**src/rtl/mem_port_arbiter.sv**
```systemverilog
// mem_port_arbiter
//   Shares one single-port, fixed-latency memory between the instruction-fetch
//   requester (i_*) and the load/store requester (d_*). One memory transaction
//   is in flight at a time. When both requesters ask in the same free cycle, the
//   one that did not win the previous grant goes first.
//
// Parameters
//   ADDR_W  address width of both requesters and the memory port
//   DATA_W  data width
//   LAT     memory read latency in cycles (1..8); mem_rdata is valid exactly
//           LAT cycles after the issue cycle
//
// Ports
//   clk, reset                 clock, synchronous active-high reset
//   i_req/i_addr               fetch read request, held until i_gnt
//   i_gnt/i_rvalid/i_rdata     fetch grant, read-data strobe and data
//   d_req/d_we/d_addr/d_wdata  load/store request, held until d_gnt
//   d_gnt/d_rvalid/d_rdata     data grant, load-data strobe and data
//   mem_en/mem_we/mem_addr/mem_wdata/mem_rdata   memory port
//   busy                       a read is in flight
module mem_port_arbiter #(
  parameter int ADDR_W = 32,
  parameter int DATA_W = 32,
  parameter int LAT    = 1
) (
  input  logic              clk,
  input  logic              reset,
  input  logic              i_req,
  input  logic [ADDR_W-1:0] i_addr,
  output logic              i_gnt,
  output logic              i_rvalid,
  output logic [DATA_W-1:0] i_rdata,
  input  logic              d_req,
  input  logic              d_we,
  input  logic [ADDR_W-1:0] d_addr,
  input  logic [DATA_W-1:0] d_wdata,
  output logic              d_gnt,
  output logic              d_rvalid,
  output logic [DATA_W-1:0] d_rdata,
  output logic              mem_en,
  output logic              mem_we,
  output logic [ADDR_W-1:0] mem_addr,
  output logic [DATA_W-1:0] mem_wdata,
  input  logic [DATA_W-1:0] mem_rdata,
  output logic              busy
);

  localparam int CNT_W = $clog2(LAT + 1);

  localparam logic [0:0] IDLE = 1'b0;
  localparam logic [0:0] READ = 1'b1;

  // Requester encoding shared by owner and last_gnt.
  localparam logic FETCH = 1'b0;
  localparam logic DATA  = 1'b1;

  localparam logic [CNT_W-1:0] LAT_CNT = CNT_W'(LAT);
  localparam logic [CNT_W-1:0] CNT_ONE = CNT_W'(1);

  logic [0:0]       state_reg, state_next;
  logic             owner_reg, owner_next;
  logic             last_gnt_reg, last_gnt_next;
  logic [CNT_W-1:0] cnt_reg, cnt_next;
  logic             pick_d;
  logic             pick_i;

  // Read data is a plain pass-through; the rvalid strobes say who owns it.
  assign i_rdata = mem_rdata;
  assign d_rdata = mem_rdata;

  // Reset masks busy in the cycle it is asserted so an abandoned read never
  // shows up on the outputs.
  assign busy = !reset && (state_reg == READ);

  always_comb begin
    state_next    = state_reg;
    owner_next    = owner_reg;
    last_gnt_next = last_gnt_reg;
    cnt_next      = cnt_reg;
    i_gnt         = 1'b0;
    d_gnt         = 1'b0;
    i_rvalid      = 1'b0;
    d_rvalid      = 1'b0;
    mem_en        = 1'b0;
    mem_we        = 1'b0;
    mem_addr      = '0;
    mem_wdata     = '0;

    // Data wins when alone, or in a conflict when fetch won last time.
    pick_d = d_req && (!i_req || (last_gnt_reg == FETCH));
    pick_i = i_req && !pick_d;

    // Reset outranks every request and any read that happens to be due.
    if (!reset) begin
      if (state_reg == IDLE) begin
        if (pick_d) begin
          d_gnt         = 1'b1;
          mem_en        = 1'b1;
          mem_we        = d_we;
          mem_addr      = d_addr;
          mem_wdata     = d_wdata;
          last_gnt_next = DATA;
          // A store finishes in its issue cycle; only loads occupy the port.
          if (!d_we) begin
            owner_next = DATA;
            cnt_next   = LAT_CNT;
            state_next = READ;
          end
        end else if (pick_i) begin
          i_gnt         = 1'b1;
          mem_en        = 1'b1;
          mem_addr      = i_addr;
          last_gnt_next = FETCH;
          owner_next    = FETCH;
          cnt_next      = LAT_CNT;
          state_next    = READ;
        end
      end else begin
        cnt_next = cnt_reg - CNT_ONE;
        // Counter reaches 1 exactly LAT cycles after the issue cycle.
        if (cnt_reg == CNT_ONE) begin
          state_next = IDLE;
          if (owner_reg == DATA) begin
            d_rvalid = 1'b1;
          end else begin
            i_rvalid = 1'b1;
          end
        end
      end
    end
  end

  always_ff @(posedge clk) begin
    if (reset) begin
      state_reg    <= IDLE;
      owner_reg    <= FETCH;
      last_gnt_reg <= FETCH;
      cnt_reg      <= '0;
    end else begin
      state_reg    <= state_next;
      owner_reg    <= owner_next;
      last_gnt_reg <= last_gnt_next;
      cnt_reg      <= cnt_next;
    end
  end

endmodule
```
**config.mk**
```make
export PLATFORM = sky130hd
export DESIGN_NAME = mem_port_arbiter
export DESIGN_NICKNAME = d
export VERILOG_FILES = /design/src/rtl/mem_port_arbiter.sv
export SDC_FILE = /design/constraint.sdc
export NUM_CORES = 1
export LEC_CHECK = 0
export BUFFER_PORTS_ARGS = -buffer_cell sky130_fd_sc_hd__buf_2
export CAP_MARGIN = 15
export CORE_AREA = 2 2 105 107
export DETAILED_ROUTE_END_ITERATION = 6
export DIE_AREA = 0 0 107 109
export PLACE_DENSITY_LB_ADDON = 0.1
export SYNTH_ARGS = -nofsm -noshare
export SYNTH_HDL_FRONTEND = slang
export SYNTH_SLANG_ARGS = --single-unit
```
**constraint.sdc**
```tcl
create_clock -name clk -period 1.2 [get_ports clk]
set_clock_uncertainty 0.1 [all_clocks]
set_input_delay 0.06 -clock clk [delete_from_list [all_inputs] [get_ports clk]]
set_output_delay 0.06 -clock clk [all_outputs]
set_load 0.01 [all_outputs]
```
==> results.md <==
* DPL Wire Length at 4.418 mm
* Min cycle time layout at 1652 ps
* Hold WS at 20.01 ps
* Initial Util at 11.90%
* CP top delay family: buffers and inverters
* H-tree levels at 1
* Synth unique cells at 20
* Synth area leaders: buf_4, a22o_1, and2_1, dfxtp_1, buf_2
* Logic pwr share at 64.2%
* Setup Total Neg Slack at -28,180 ps
* Post-DP Area at 1942 um^2
* Diodes inserted at 0
* Drt via density at 3.624
* Commonest non-fill, non-tap cell in the layout: buf_2
* CTS tree: done
* Net Count, Synth at 300
* RSZ-0062 raised after global routing: true
* CTS Sinks at 4
* Max-slew violation count at 0
* Clock Tree Root: clkbuf_8
* Die width at 107 um
* Slowest CP cell: dfxtp_2
* Count of final setup violators at 73
* Maximum vdd ir drop at 0.3727 mV
* Placer Congestion at 0.6823
* Maxcap violations at 0
* Met1 Use GR at 9.091%
* Post-DR wirelength/cell at 13.39 um
* Initial antenna violation count at 0
* First-pass iteration count of the detailed router at 4
* Worst stage delay on the critical path at 330 ps
* Die height at 109 um
* YS warnings at 0
* Busiest grt layer: met2
* Remaining global-route overflow at 0
* Clk network pwr share at 22.5%
* Final Cell Area at 2208 um^2
* Grt met3 use at 1.554%
* Failing checks: negative setup slack
* NetSw at 0.4161 mW
* Final WL at 5.730 mm
* CP required at 1040 ps
* Status: finished, violations left
* Largest net degree at the start of global routing at 24
* Fmax at 605.4 MHz
* Switching portion of total power at 33.86%
* Clock Latency Late Sink at 210 ps
* Sequential Area at 85.08 um^2
* Worst-path clk slew at 30 ps
* Iter 0 DRT Violations at 30
* Synth Register Bits at 4
* Leak at 1.280 nW
* Cell Area, Synth at 1261 um^2
* Row cnt at 38
* GRT Total Usage at 8.611%
* Worst endpoint data arrival time at 1490 ps
* Pwr Total at 1.229 mW
* Core area at 10,600 um^2
* Final net count at 423
* Internal power at 0.8128 mW
* GR Util met2 at 17.33%
* Final Hold Fails at 0
* Post-route clock period utilization at 137.6%
* Mapped Cells at 167
* Area leader, netlist: buf_4
* CTS Buf Count at 3
* Sequential area share after synthesis at 6.349%
* Cell Pwr Density at 556.5 nW/um^2
* Commonest non-fill, non-tap cells in the layout: buf_2, a22o_1, and2_4
* DRT antenna net count at 0
* PortBufs at 171
* CP Launch Type: flop
* Clk buf depth at 2
* Main synth FF type: dfxtp_1
* Area of the multi-input gates at 713.2 um^2
* Sequential Power Share at 13.2%
* Worst Hold Class: in2out
* Ports at 268
* Slew @ Worst Pin at 284.1 ps
* First-pass GRT wire length at 7.941 mm
* Critical path, cell by cell: a2111oi_4, buf_6, buf_12, a22o_1, buf_2
* Final core occ at 20.83%
* Post-synth EDFFs at 0
* Max-slew headroom at 81.02%
* Worst setup path class: reg2out
* Post-synth top area share at 39.29%
* Share of post-route cells with drive strength above 1 at 79.51%
* Area growth from synthesis to layout at 75.10%
* Final worst setup slack at -451.8 ps
* Post-synth ARST share at 0%
* Vias in the first global route at 1,544
* Setup crit end kind: output port
* Max FO, Critical Path at 21
* Buf/Inv on CP at 3
* Mean Syn Cell Area at 7.552 um^2
* DRC viols at 0
* Routed via count at 1,551
* Filler cells at 1,224
* Die area at 11,660 um^2
-- cells in the mapped netlist (2+ instances only) --
cell type / instances
and3_1: 2
inv_1: 5
buf_2: 6
buf_4: 66
dfxtp_1: 4
nor2_1: 6
a22o_1: 32
nor3_1: 2
and2_1: 33
-- final timing paths --
kind,startpoint,endpoint,slack (ps),depth (start not counted)
setup reg to reg,last_gnt_reg$_SDFFE_PP0P_,cnt_reg$_SDFFE_PP0P_,-10,4
hold reg to reg,cnt_reg$_SDFFE_PP0P_,cnt_reg$_SDFFE_PP0P_,390,2
setup / recovery,last_gnt_reg$_SDFFE_PP0P_,mem_addr[4],-450,5
hold / removal,mem_rdata[4],d_rdata[4],20,0
-- power groups by stage --
stage               logic (mW)  clock network, mW  registers (mW)
finish                   0.789              0.277           0.163
floorplan                0.557                  0           0.164
global placement         0.700                  0           0.163
detailed placement       0.694                  0           0.163
CTS                      0.809              0.285           0.162
global route             0.861              0.297           0.166
-- logic make-up after synthesis --
group | Yosys count | share of synthesized area, %
AOI/OAI and AO/OA | 38 | 27.58
DFF | 4 | 6.349
and+or+nand+nor | 46 | 21.73
buffers and inverters | 79 | 44.35
-- layer usage --
layer	part of all wire (%)	routed length [um]
met3	8.6	492
met5	0	0
met1	33	1884
met4	2.0	117
met2	56	3236
-- layout make-up --
type,instances,area share [%]
clock buffer,3,1.870
sequential,4,3.853
timing repair buffer,192,53.09
tap,140,7.932
inverter,5,0.9632
multi-input combinational,84,32.29
-- through the flow --
stage | std cells | worst slack (ps)
floorplan | 167 | -135.4
global placement | 417 | -347.2
detailed placement | 417 | -362.1
CTS | 429 | -462.9
global route | 428 | -559.6
finish | 428 | -451.8
-- what timing repair did --
action	CTS	global route
hold buffers	0	0
cloned	3	0
pin swaps	6	2
gates resized for setup	32	2
endpoints found under the setup margin	73	74
setup buffers	6	0
Note: power is estimated with default switching activity, not from simulation.
